===== src/rtl/dsp_float_pkg.sv =====
// Shared float/int conversion definitions: field slices, bias constants,
// FSM and operand-class encodings, and the int16 saturating pack helper.
package dsp_float_pkg;

  localparam int unsigned SIGN_BIT  = 32'd31;
  localparam int unsigned EXP_MSB   = 32'd30;
  localparam int unsigned EXP_LSB   = 32'd23;
  localparam int unsigned FRAC_MSB  = 32'd22;
  localparam int unsigned FRAC_LSB  = 32'd0;
  localparam int unsigned SIG_WIDTH = 32'd24;

  localparam logic [7:0] FLOAT_BIAS    = 8'd127;
  localparam logic [7:0] INT16_EXP_MAX = 8'd142;
  localparam logic [7:0] EXP_SPECIAL   = 8'd255;
  // exp - this is the number of fraction bits below the binary point
  localparam logic [7:0] SHIFT_BASE    = FLOAT_BIAS + 8'(SIG_WIDTH - 32'd1);

  typedef enum logic [1:0] {
    ST_IDLE   = 2'd0,
    ST_UNPACK = 2'd1,
    ST_SHIFT  = 2'd2,
    ST_PACK   = 2'd3
  } f2i_state_e;

  typedef enum logic [2:0] {
    CLS_ZERO   = 3'd0,
    CLS_SMALL  = 3'd1,
    CLS_HALF   = 3'd2,
    CLS_NORM   = 3'd3,
    CLS_NEGMAX = 3'd4,
    CLS_OVF    = 3'd5,
    CLS_INF    = 3'd6,
    CLS_NAN    = 3'd7
  } f2i_class_e;

  // Returns {ovf, int16}; -32768 is representable, +32768 is not.
  function automatic logic [16:0] pack_int16(input logic sign, input logic [16:0] mag,
                                             input logic sat);
    logic [16:0] r;
    if (!sign) begin
      if (sat || (mag > 17'd32767)) r = {1'b1, 16'h7FFF};
      else                          r = {1'b0, mag[15:0]};
    end else begin
      if (sat || (mag > 17'd32768)) r = {1'b1, 16'h8000};
      else                          r = {1'b0, 16'd0 - mag[15:0]};
    end
    return r;
  endfunction

endpackage


===== src/rtl/float_to_int_if.sv =====
// Request/response bundle of the float-to-int16 converter.
interface float_to_int_if;
  logic        start;
  logic [31:0] floatin;
  logic [15:0] intout;
  logic        done;
  logic        busy;
  logic        ovf;

  modport master (output start, floatin, input intout, done, busy, ovf);
  modport slave  (input start, floatin, output intout, done, busy, ovf);
endinterface


===== src/rtl/rshift_sticky24.sv =====
// Combinational 24-bit right shifter returning a 16-bit magnitude plus the
// round bit (last bit shifted out) and sticky bit (OR of all lower bits).
module rshift_sticky24
  import dsp_float_pkg::*;
(
  input  logic [SIG_WIDTH-1:0] sig_i,
  input  logic [4:0]           shamt_i,
  output logic [15:0]          mag_o,
  output logic                 round_o,
  output logic                 sticky_o
);
  logic [2*SIG_WIDTH-1:0] wide_s;
  logic                   unused_hi_s;

  // Bits shifted past the binary point land in the low half of wide_s.
  assign wide_s      = {sig_i, 24'd0} >> shamt_i;
  assign mag_o       = wide_s[39:24];
  assign round_o     = wide_s[23];
  assign sticky_o    = |wide_s[22:0];
  assign unused_hi_s = ^wide_s[47:40];
endmodule


===== src/rtl/float_to_int.sv =====
// IEEE-754 single to int16 converter (IDLE/UNPACK/SHIFT/PACK, 3-cycle latency).
// Define FLOAT_TO_INT_ROUND_EN for round-half-away; default truncates toward zero.
module float_to_int
  import dsp_float_pkg::*;
(
  input logic           clk,
  input logic           reset_n,
  float_to_int_if.slave bus
);
  f2i_state_e           state_q;
  f2i_class_e           cls_q, cls_d;
  logic [31:0]          op_q;
  logic                 sign_q;
  logic [SIG_WIDTH-1:0] sig_q;
  logic [4:0]           shamt_q, shamt_d;
  logic [15:0]          intout_q;
  logic                 ovf_q, done_q, busy_q;

  logic [7:0]  exp_s;
  logic [7:0]  shamt_full_s;
  logic [22:0] frac_s;
  logic [15:0] sh_mag_s;
  logic        sh_round_s, sh_sticky_s, unused_sticky_s;
  logic        rnd_en_s, pk_sign_s, sat_s;
  logic [16:0] mag_s, pack_s;

`ifdef FLOAT_TO_INT_ROUND_EN
  assign rnd_en_s = 1'b1;
`else
  assign rnd_en_s = 1'b0;
`endif

  // Ties-away rounding only needs the round bit, never the sticky bit.
  assign unused_sticky_s = sh_sticky_s;
  assign exp_s           = op_q[EXP_MSB:EXP_LSB];
  assign frac_s          = op_q[FRAC_MSB:FRAC_LSB];
  assign shamt_full_s    = SHIFT_BASE - exp_s;

  // Classify the latched operand by exponent range.
  always_comb begin
    cls_d   = CLS_ZERO;
    shamt_d = 5'd0;
    if (exp_s == 8'd0) begin
      cls_d = CLS_ZERO;
    end else if (exp_s < (FLOAT_BIAS - 8'd1)) begin
      cls_d = CLS_SMALL;
    end else if (exp_s == (FLOAT_BIAS - 8'd1)) begin
      cls_d = CLS_HALF;
    end else if (exp_s < INT16_EXP_MAX) begin
      cls_d   = CLS_NORM;
      shamt_d = shamt_full_s[4:0];
    end else if (exp_s == EXP_SPECIAL) begin
      cls_d = (frac_s == 23'd0) ? CLS_INF : CLS_NAN;
    end else if (op_q[SIGN_BIT] && (exp_s == INT16_EXP_MAX) && (frac_s == 23'd0)) begin
      cls_d = CLS_NEGMAX;
    end else begin
      cls_d = CLS_OVF;
    end
  end

  rshift_sticky24 u_shift (
    .sig_i    (sig_q),
    .shamt_i  (shamt_q),
    .mag_o    (sh_mag_s),
    .round_o  (sh_round_s),
    .sticky_o (sh_sticky_s)
  );

  // Round, saturate and sign the shifted magnitude.
  always_comb begin
    mag_s     = 17'd0;
    sat_s     = 1'b0;
    pk_sign_s = sign_q;
    case (cls_q)
      CLS_NORM:   mag_s = {1'b0, sh_mag_s} + {16'd0, sh_round_s & rnd_en_s};
      CLS_HALF:   mag_s = {16'd0, rnd_en_s};
      CLS_NEGMAX: mag_s = 17'd32768;
      CLS_OVF,
      CLS_INF:    sat_s = 1'b1;
      CLS_NAN: begin
        sat_s     = 1'b1;
        pk_sign_s = 1'b0;
      end
      default:    mag_s = 17'd0;
    endcase
    pack_s = pack_int16(pk_sign_s, mag_s, sat_s);
  end

  // Conversion FSM with registered outputs; done is high for the PACK cycle.
  always_ff @(posedge clk) begin
    if (!reset_n) begin
      state_q  <= ST_IDLE;
      op_q     <= 32'd0;
      cls_q    <= CLS_ZERO;
      sign_q   <= 1'b0;
      sig_q    <= 24'd0;
      shamt_q  <= 5'd0;
      intout_q <= 16'd0;
      ovf_q    <= 1'b0;
      done_q   <= 1'b0;
      busy_q   <= 1'b0;
    end else begin
      done_q <= 1'b0;
      case (state_q)
        ST_IDLE: begin
          if (bus.start) begin
            op_q    <= bus.floatin;
            busy_q  <= 1'b1;
            state_q <= ST_UNPACK;
          end
        end
        ST_UNPACK: begin
          cls_q   <= cls_d;
          sign_q  <= op_q[SIGN_BIT];
          sig_q   <= {1'b1, frac_s};
          shamt_q <= shamt_d;
          state_q <= ST_SHIFT;
        end
        ST_SHIFT: begin
          intout_q <= pack_s[15:0];
          ovf_q    <= pack_s[16];
          done_q   <= 1'b1;
          state_q  <= ST_PACK;
        end
        ST_PACK: begin
          busy_q  <= 1'b0;
          state_q <= ST_IDLE;
        end
        default: begin
          busy_q  <= 1'b0;
          state_q <= ST_IDLE;
        end
      endcase
    end
  end

  assign bus.intout = intout_q;
  assign bus.ovf    = ovf_q;
  assign bus.done   = done_q;
  assign bus.busy   = busy_q;
endmodule

===== src/flat_wrapper.sv =====
// flat-port wrapper written by rule: the top's interface ports become plain ports
module float_to_int_flat import dsp_float_pkg::*;
  (clk, reset_n, bus_start, bus_floatin, bus_intout, bus_done, bus_busy, bus_ovf);
  float_to_int_if bus_i ();
  input logic clk;
  input logic reset_n;
  input wire logic [$bits(bus_i.start)-1:0] bus_start;
  input wire logic [$bits(bus_i.floatin)-1:0] bus_floatin;
  output wire logic [$bits(bus_i.intout)-1:0] bus_intout;
  output wire logic [$bits(bus_i.done)-1:0] bus_done;
  output wire logic [$bits(bus_i.busy)-1:0] bus_busy;
  output wire logic [$bits(bus_i.ovf)-1:0] bus_ovf;
  assign bus_i.start = bus_start;
  assign bus_i.floatin = bus_floatin;
  assign bus_intout = bus_i.intout;
  assign bus_done = bus_i.done;
  assign bus_busy = bus_i.busy;
  assign bus_ovf = bus_i.ovf;
  float_to_int u_core (.clk(clk), .reset_n(reset_n), .bus(bus_i));
endmodule

===== config.mk =====
export PLATFORM = sky130hd
export DESIGN_NAME = float_to_int_flat
export DESIGN_NICKNAME = d
export VERILOG_FILES = /design/src/rtl/dsp_float_pkg.sv /design/src/rtl/float_to_int_if.sv /design/src/rtl/rshift_sticky24.sv /design/src/rtl/float_to_int.sv /design/src/flat_wrapper.sv
export SDC_FILE = /design/constraint.sdc
export NUM_CORES = 1
export LEC_CHECK = 0
export BUFFER_PORTS_ARGS = -buffer_cell sky130_fd_sc_hd__buf_4
export CAP_MARGIN = 0
export CORE_MARGIN = 2
export CORE_UTILIZATION = 50
export CTS_CLUSTER_SIZE = 12
export DETAILED_ROUTE_END_ITERATION = 12
export PLACE_DENSITY_LB_ADDON = 0.05
export SYNTH_ARGS = -nofsm -noshare
export SYNTH_HDL_FRONTEND = slang
export SYNTH_SLANG_ARGS = --single-unit
export TNS_END_PERCENT = 100

===== constraint.sdc =====
create_clock -name clk -period 4.7 [get_ports clk]
set_input_delay 0.235 -clock clk [delete_from_list [all_inputs] [get_ports clk]]
set_output_delay 0.235 -clock clk [all_outputs]
set_load 0.02 [all_outputs]

==> run summary, run 1 <==
status: completed
critical path class: register to register
wire per inst: 17.8 um
deepest clock path buffer count: 2
Hold Fails Final Rpt: 0
Die W: 110 um
CTS resizes: 0
syn nets: 682
unrepaired setup endpoints after global routing: false
TritonCTS buffer count: 9
critical path fanouts, max: 24
hold_buf cts: 0
diodes inserted: 0
maximum number of pins on one net before global-route repair: 87
vias in the first global route: 4451
drt initial violations: 332
DRT Pass-1 Iters: 5
Core ar.: 10800 um^2
vias per cell: 6.04
initial antenna violation count: 0
max_slew headroom: 25.4%
CTS tree: yes
DR vias: 4858
Final min period: 4.21 ns
GP Congestion: 0.945
register bit total from synthesis: 86
worst setup margin: 0.489 ns
Core Rows: 38
Critical Path Start Type: register
static leakage: 2.33 nW
CP required: 5.00 ns
ys flop type: dfxtp_1
Max IR drop VDD: 400 uV
most common cell after layout, fill and taps aside: nand2_1
Min-Delay Path Depth: 3
# clock sinks: 86
Clock Pin Slew Worst Setup and Hold Paths: 0.10 ns
Worst Tran Pin Value: 1.12 ns
Mapped Area: 5570 um^2
PortBufs: 53
FF-to-FF setup slack: 0.49 ns
Final Setup Violations: 0
sequential area share after synthesis: 30.9%
total wire length: 14300 um
Post-Syn Area per Cell: 8.74 um^2
Arr. time, crit path: 4.51 ns
Root Driver: clkbuf_8
Final #Nets: 704
final setup TNS: 0 ns
total die area: 12000 um^2
total gr overflow: 0
Syn. warnings: 0
total setup buffers inserted after CTS: 0
number of synthesized flops with an enable pin: 0
CP Capture Type: register
Skew-Pair Late Insertion Delay: 0.38 ns
first-pass GRT wire length: 23400 um
Top Ports: 54
Pwr per Cell Area: 384 nW/um^2
Layout area overhead: 10.8%
Setup Skew: 0.0193 ns
max_cap viols: 0
fillers: 1010
Final period util: 89.6%
Final Max Slew Viols: 0
share of layout cells above drive strength 1: 17.6%
Yosys cell types: 68
dpl ws: 0.631 ns
DRC Markers: 0
most frequent cells in the layout: nand2_1, dfxtp_1, buf_4, mux2i_1
Final ANT Viol Nets: 0
R2R depth: 12
Mapped Cells: 638
Synth async-reset ratio: 0%
f_max: 237 MHz
worst min-delay path class: primary input to register
Initial Util: 51.4%
Die Y: 110 um
HPWL Detailed: 10500 um
GRT Util Overall: 25.4%
H-Tree Depth: 3
-- flip-flops by register name, indices dropped and copies added (netlist names) --
name               count
u_core.sign_q          1
u_core.sig_q          24
u_core.bus.busy        1
u_core.cls_q           3
u_core.shamt_q         5
u_core.bus.done        1
u_core.bus.intout     16
u_core.state_q         2
u_core.bus.ovf         1
u_core.op_q           32
-- through the flow --
step           power (mW)  instance area (um^2)  util [%]  instances  hold slack [ns]
2_1_floorplan        1.59                  5570         -        638            0.380
3_3_place_gp         1.83                  5980      55.2        789            0.472
3_5_place_dp         1.85                  5980      55.2        789            0.478
4_1_cts              2.39                  6180      57.0        804           0.0863
5_1_grt              2.54                  6180      57.0        804           0.0926
6_report             2.37                  6180      57.0        804            0.104
-- cell usage after synthesis, types with 14 or more instances --
library cell / n / area share, %
a21oi_1: 27 / 2.4
dfxtp_1: 86 / 31
nor2_1: 30 / 2.0
nand3_1: 16 / 1.4
nor2b_1: 34 / 3.8
mux2i_1: 46 / 8.3
o21ai_0: 22 / 2.0
a21boi_0: 34 / 4.6
clkbuf_1: 31 / 2.1
inv_1: 14 / 0.94
mux4_2: 26 / 11
nand2_1: 91 / 6.1
-- path summary, 6_finish.rpt --
check,startpoint,end
max,u_core.shamt_q[2]$_SDFFE_PN0N_,u_core.bus.intout[11]$_SDFFE_PN0P_
min,bus_floatin[21],u_core.op_q[21]$_SDFFE_PN0P_
max reg2reg,u_core.shamt_q[2]$_SDFFE_PN0N_,u_core.bus.intout[11]$_SDFFE_PN0P_
min reg2reg,u_core.op_q[19]$_SDFFE_PN0P_,u_core.op_q[19]$_SDFFE_PN0P_
-- where the power goes --
part	switching, mW	leakage [nW]	internal, mW
registers	0.156	0.701	0.868
logic	0.462	1.53	0.347
clock network	0.279	0.0964	0.261
total	0.897	2.33	1.48
-- critical path, cell delays in order (launching register included) --
cell and delay [ns]:
dfxtp_1 0.91, buf_4 0.32, mux2_2 0.36, mux2i_1 0.15
a211o_1 0.15, o221a_2 0.22, ha_1 0.19, o21ai_0 0.12
nor2_1 0.25, nand3_2 0.23, o41ai_4 0.82, nor2b_1 0.17
a211oi_1 0.23
-- final cells by class --
type / count / area, um^2 / share of cell area (%)
Multi-Input combinational cell: 489 / 3580 / 58.0
Inverter: 14 / 52.6 / 0.851
Clock inverter: 4 / 55.1 / 0.891
Tap cell: 140 / 175 / 2.84
Sequential cell: 86 / 1720 / 27.9
Clock buffer: 11 / 141 / 2.29
Timing Repair Buffer: 60 / 450 / 7.29
-- layer usage --
metal / part of all wire [%] / vias up / GRT usage (%)
li1: - / 2375 / -
met1: 47 / 2314 / 37.2
met2: 44 / 153 / 36.9
met3: 7.0 / 16 / 6.11
met4: 1.6 / 0 / 8.05
met5: 0 / - / 0
-- logic make-up (layout without fill, tap and decap cells) --
logic type	Yosys count	count (layout)	synth area share, %
mux	82	82	20.8
fa+ha+maj	9	9	2.02
flops	86	86	30.9
compound gates	151	151	18.4
simple gates	243	243	22.4
buf+inv	63	89	4.89
xor+xnor	4	4	0.629
Note: power is estimated with default switching activity, not from simulation.
==> run 2, diff against run 1 <==
Settings changed: CORE_UTILIZATION 50 to 42.
==> run summary, run 2 (synthesis results as in run 1) <==
DP Cell Count: 829 (+5.1%)
most common cell after layout, fill and taps aside: nand2_1
vias per cell: 5.73 (-5.1%)
Core ar.: 13100 um^2 (+21%)
Final min period: 3.91 ns (-0.304 ns)
Root Driver: clkbuf_16
wire per inst: 18.1 um (+1.7%)
diodes inserted: 0 (unchanged)
critical path class: register to register
Final period util: 83.1% (-6.5 points)
Die Y: 119 um (+8.8%)
CP Capture Type: register
Critical Path Start Type: register
fin area: 6390 um^2 (+3.4%)
hold_buf cts: 0 (unchanged)
Worst Tran Pin Value: 1.13 ns (+0.0111 ns)
Pwr per Cell Area: 414 nW/um^2 (+7.8%)
Largest Register: u_core.op_q
Int Power: 1.69 mW (+15%)
status: completed
CTS resizes: 0 (unchanged)
fin cells: 845 (+5.1%)
GRT Util Overall: 22.5% (-3.0 points)
Clock Pin Slew Worst Setup and Hold Paths: 0.07 ns (-0.03 ns)
final setup TNS: 0 ns (unchanged)
Max IR drop VDD: 322 uV (-20%)
max reg flops: 32 (unchanged)
total gr overflow: 0 (unchanged)
TritonCTS buffer count: 9 (unchanged)
DRC Markers: 0 (unchanged)
Core Util, Final: 48.8% (-8.2 points)
critical path fanouts, max: 30 (+25%)
GP Congestion: 0.920 (-2.7%)
f_max: 256 MHz (+7.8%)
drt initial violations: 362 (+9.0%)
static leakage: 2.41 nW (+3.5%)
Core Rows: 42 (+11%)
Die W: 119 um (+8.8%)
area of the multi-input gates: 3580 um^2 (unchanged)
most frequent cells in the layout: nand2_1, dfxtp_1, buf_4, mux2i_1
max_slew headroom: 24.7% (-0.74 points)
Hold Fails Final Rpt: 0 (unchanged)
# clock sinks: 86 (unchanged)
HPWL Detailed: 11200 um (+7.5%)
Post-DP Area: 6060 um^2 (+1.3%)
Pwr Total: 2.65 mW (+11%)
Final ANT Viol Nets: 0 (unchanged)
worst min-delay path class: primary input to register
share of layout cells above drive strength 1: 18.4% (+0.77 points)
Reg power frac: 38.8% (-4.4 points)
Seq. cell area: 1720 um^2 (unchanged)
total die area: 14200 um^2 (+18%)
share of power burned in combinational logic: 31.0% (-3.1 points)
Final Max Slew Viols: 0 (unchanged)
Arr. time, crit path: 4.18 ns (-0.33 ns)
initial antenna violation count: 0 (unchanged)
fillers: 1275 (+26%)
H-Tree Depth: 3 (unchanged)
Final Setup Violations: 0 (unchanged)
unrepaired setup endpoints after global routing: false
vias in the first global route: 4690 (+5.4%)
Top Ports: 54 (unchanged)
CP required: 4.97 ns (-0.03 ns)
Skew-Pair Late Insertion Delay: 0.35 ns (-0.03 ns)
Final #Nets: 708 (+0.57%)
clock power share: 30.2% (+7.4 points)
deepest clock path buffer count: 2 (unchanged)
total setup buffers inserted after CTS: 0 (unchanged)
DR vias: 4845 (-0.27%)
Setup Skew: 0.00711 ns (-0.0122 ns)
Initial Util: 42.6% (-8.8 points)
total wire length: 15300 um (+6.8%)
DRT Pass-1 Iters: 5 (unchanged)
Psw: 0.954 mW (+6.3%)
maximum number of pins on one net before global-route repair: 87 (unchanged)
CTS tree: yes
sw frac: 36.1% (-1.7 points)
Layout area overhead: 14.6%
first-pass GRT wire length: 25200 um (+7.8%)
PortBufs: 53 (unchanged)
max_cap viols: 0 (unchanged)
run 2: cell types whose count changed in the layout (fill, tap and decap cells not counted), moves of 2 or more:
| cell | delta |
|---|---|
| clkbuf_8 | -10 |
| clkbuf_16 | +9 |
| clkinv_4 | +2 |
| buf_4 | +4 |
run 2: power groups by stage:
stage,clock (mW),sequential [mW],combinational [mW]
floorplan,0,1.03,0.564
global placement,0,1.04,0.817
detailed placement,0,1.04,0.828
CTS,0.813,1.03,0.829
global route,0.846,1.05,0.918
finish,0.798,1.03,0.821
run 2: cell type report:
cell class,count,area share [%]
Tap cell,176,3.45
Sequential cell,86,27.0
Inverter,14,0.823
Timing Repair Buffer,64,7.52
Clock buffer,9,3.53
Clock inverter,7,1.65
Multi-Input combinational cell,489,56.1
run 2: stage by stage:
step,hold slack (ns),worst slack [ns]
5_1_grt,0.143,0.413
2_1_floorplan,0.380,1.37
4_1_cts,0.128,0.789
6_report,0.137,0.793
3_3_place_gp,0.478,0.905
3_5_place_dp,0.480,0.821
run 2: path summary, 6_finish.rpt:
path                                                     start                                 end  slack [ns]  cells after the start
worst min-delay path                            bus_floatin[2]         u_core.op_q[2]$_SDFFE_PN0P_        0.14                      3
worst max register to register  u_core.shamt_q[1]$_SDFFE_PN0N_  u_core.bus.intout[11]$_SDFFE_PN0P_        0.79                     12
worst max-delay path            u_core.shamt_q[1]$_SDFFE_PN0N_  u_core.bus.intout[11]$_SDFFE_PN0P_        0.79                     12
worst min register to register    u_core.op_q[10]$_SDFFE_PN0P_        u_core.op_q[10]$_SDFFE_PN0P_        0.49                      2
run 2: worst max-delay path, stage by stage (launching register included):
cell	delay (ns)
dfxtp_2	0.76
mux4_2	0.60
mux2i_1	0.27
nor2_1	0.07
o211ai_1	0.27
ha_1	0.23
o21ai_0	0.12
nor2_1	0.25
nand3_2	0.23
o41ai_4	0.51
buf_4	0.24
nor2b_1	0.09
a211oi_1	0.19
run 2: metal layers:
layer | vias to the layer above | routed length (um) | GRT usage (%)
met5 | - | 0 | 0
met4 | 0 | 213 | 6.40
li1 | 2386 | - | -
met1 | 2315 | 7580 | 32.5
met3 | 13 | 744 | 5.08
met2 | 131 | 6780 | 33.5
==> run 3, diff against run 2 <==
Settings changed: ABC_AREA set to 1.
Clock period 4.7 ns to 3.83 ns, I/O delays scaled along.
==> run summary, run 3 <==
total wire length: 14200 um (-7.6%)
Max IR drop VDD: 302 uV (-6.1%)
DR vias: 5227 (+7.9%)
Hold WS: 0.0913 ns (-0.0453 ns)
final setup TNS: 0 ns (unchanged)
Skew-Pair Late Insertion Delay: 0.35 ns (about the same)
number of synthesized flops with an enable pin: 0 (unchanged)
most frequent cells in the layout: nor2_1, nand3_1, nand2_1, dfxtp_1, o21ai_0
total die area: 13400 um^2 (-6.0%)
HPWL Detailed: 10400 um (-7.5%)
Critical Path Start Type: register
Setup Skew: 0.0106 ns (+0.00347 ns)
Die W: 116 um (-3.0%)
Hold Fails Final Rpt: 0 (unchanged)
max reg flops: 32 (unchanged)
max_slew headroom: 40.3% (+16 points)
static leakage: 2.68 nW (+11%)
Final #Nets: 861 (+22%)
Top Ports: 54 (unchanged)
H-Tree Depth: 3 (unchanged)
unrepaired setup endpoints after global routing: false
Final Max Slew Viols: 0 (unchanged)
Pwr per Cell Area: 658 nW/um^2 (+59%)
hold_buf cts: 0 (unchanged)
WP buf/inv: 3 (+2)
top cell type's share of synthesized area: 32.9% (+2.0 points)
initial antenna violation count: 0 (unchanged)
fin cells: 990 (+17%)
Mapped Cells: 786 (+23%)
Core ar.: 12100 um^2 (-7.8%)
deepest clock path buffer count: 2 (unchanged)
Clock Pin Slew Worst Setup and Hold Paths: 0.07 ns (about the same)
TritonCTS buffer count: 9 (unchanged)
vias in the first global route: 4775 (+1.8%)
critical path class: register to register
GP Congestion: 0.888 (-3.5%)
synth top area cells: dfxtp_1, nand3_1, nor2_1
Layout area overhead: 14.0%
Syn. warnings: 0 (unchanged)
Worst Tran Pin Value: 0.894 ns (-0.236 ns)
Synth async-reset ratio: 0% (unchanged)
total gr overflow: 0 (unchanged)
Yosys cell types: 41 (-40%)
PortBufs: 53 (unchanged)
Synth area leader: dfxtp_1
Arr. time, crit path: 3.20 ns (-0.98 ns)
first-pass GRT wire length: 23500 um (-7.0%)
Core Rows: 40 (-4.8%)
worst path cell trace: inv_6 > nand2_4 > nand3_1 > nand3_1 > nand2_1 > nor2_1 > o21ai_1 > inv_1 > ha_1 > inv_1 > nor2_1 > nand2_1 > nor2_4 > nand2_1 > xor2_1 > nor2_1 > nor2_1 > nor2_1
Min-Delay Path Depth: 3 (unchanged)
CTS resizes: 0 (unchanged)
DRT Pass-1 Iters: 5 (unchanged)
Final min period: 2.95 ns (-0.954 ns)
vias per cell: 5.28 (-7.9%)
Final ANT Viol Nets: 0 (unchanged)
Root Driver: clkbuf_16
ys flop type: dfxtp_1
status: completed
WP depth: 18 (+6)
DRC Markers: 0 (unchanged)
total setup buffers inserted after CTS: 0 (unchanged)
CP delay by family, top: simple AND/OR/NAND/NOR gates
GRT Util Overall: 22.2% (-0.22 points)
max_cap viols: 0 (unchanged)
count leader, synth: nor2_1
most common cell after layout, fill and taps aside: nor2_1
Pwr Total: 3.93 mW (+48%)
drt initial violations: 318 (-12%)
R2R depth: 18 (+6)
critical path fanouts, max: 24 (-20%)
# clock sinks: 86 (unchanged)
Die Y: 116 um (-3.0%)
register bit total from synthesis: 86 (unchanged)
worst setup margin: 0.877 ns (+0.0844 ns)
share of layout cells above drive strength 1: 16.3% (-2.1 points)
f_max: 339 MHz (+32%)
maximum number of pins on one net before global-route repair: 76 (-13%)
diodes inserted: 0 (unchanged)
Final Setup Violations: 0 (unchanged)
Largest Register: u_core.op_q
slowest stage cell, crit path: dfxtp_1
CTS tree: yes
Final period util: 77.1% (-6.0 points)
Post-Syn Area per Cell: 6.65 um^2 (-24%)
syn nets: 830 (+22%)
DP Cell Count: 974 (+17%)
worst min-delay path class: primary input to register
Mapped Area: 5230 um^2 (-6.2%)
CP required: 4.07 ns (-0.90 ns)
synth cell count leaders: nor2_1, nand3_1, nand2_1, dfxtp_1, o21ai_0
largest stage delay on the critical path: 0.77 ns (about the same)
CP most frequent cell: nor2_1
dpl ws: 0.905 ns (+0.0837 ns)
sequential area share after synthesis: 32.9% (+2.0 points)
wire per inst: 14.3 um (-21%)
CP Capture Type: register
Initial Util: 43.4% (+0.75 points)
[run 3: changes by cell type in the layout (fill, tap and decap cells not counted), moves of 26 or more]
cell      delta
nor2_1     +115
nand3_1    +110
o21ai_0     +58
mux2i_1     -46
a21boi_0    -34
nor2b_1     -34
nand2_1     +30
mux4_2      -26
[run 3: report_power, final]
part / internal [mW] / leakage, nW / total [mW] / switching (mW)
clock: 0.541 / 0.155 / 0.907 / 0.366
combinational: 0.552 / 1.82 / 1.58 / 1.03
sequential: 1.19 / 0.707 / 1.44 / 0.242
[run 3: worst paths after layout]
| check | start | end | slack (ns) |
|---|---|---|---|
| max reg2reg | u_core.shamt_q[0]$_SDFFE_PN0N_ | u_core.bus.intout[10]$_SDFFE_PN0P_ | 0.88 |
| min | bus_floatin[3] | u_core.op_q[3]$_SDFFE_PN0P_ | 0.09 |
| max | u_core.shamt_q[0]$_SDFFE_PN0N_ | u_core.bus.intout[10]$_SDFFE_PN0P_ | 0.88 |
| min reg2reg | u_core.bus.intout[15]$_SDFFE_PN0P_ | u_core.bus.intout[15]$_SDFFE_PN0P_ | 0.48 |
[run 3: area by class of cell]
type	instances	area (um^2)
sequential	86	1720
clock inverter	5	57.6
clock buffer	11	253
tap	168	210
timing repair buffer	60	450
multi-input combinational	607	3070
inverter	53	205
fill	1231	6100
[run 3: through the flow]
| stage | utilization (%) | instance area, um^2 |
|---|---|---|
| after detailed placement | 46.9 | 5650 |
| after global routing | 49.4 | 5960 |
| after floorplan | - | 5230 |
| after CTS | 49.4 | 5960 |
| after global placement | 46.9 | 5650 |
| final | 49.4 | 5960 |
[run 3: cell families after synthesis]
| group | synth area share [%] |
|---|---|
| adder cells (fa/ha/maj) | 2.15 |
| AND/OR/NAND/NOR | 42.1 |
| AO/OA/AOI/OAI | 13.5 |
| flip-flops | 32.9 |
| XOR/XNOR | 0.838 |
| buffers and inverters | 8.45 |
[run 3: tightest hold or removal path, delay by kind of cell]
family	cells	cell delay [ns]
buffers and inverters	1	0.07
AO/OA/AOI/OAI	1	0.07
AND/OR/NAND/NOR	1	0.07
[run 3: per-layer routing]
metal  up-vias  wire length [um]  global-route usage, %
met2       131              6180                   33.3
met3        16               632                   3.77
met4         0               205                   7.71
met5         -                 0                      0
met1      2390              7140                   32.3
li1       2690                 -                      -
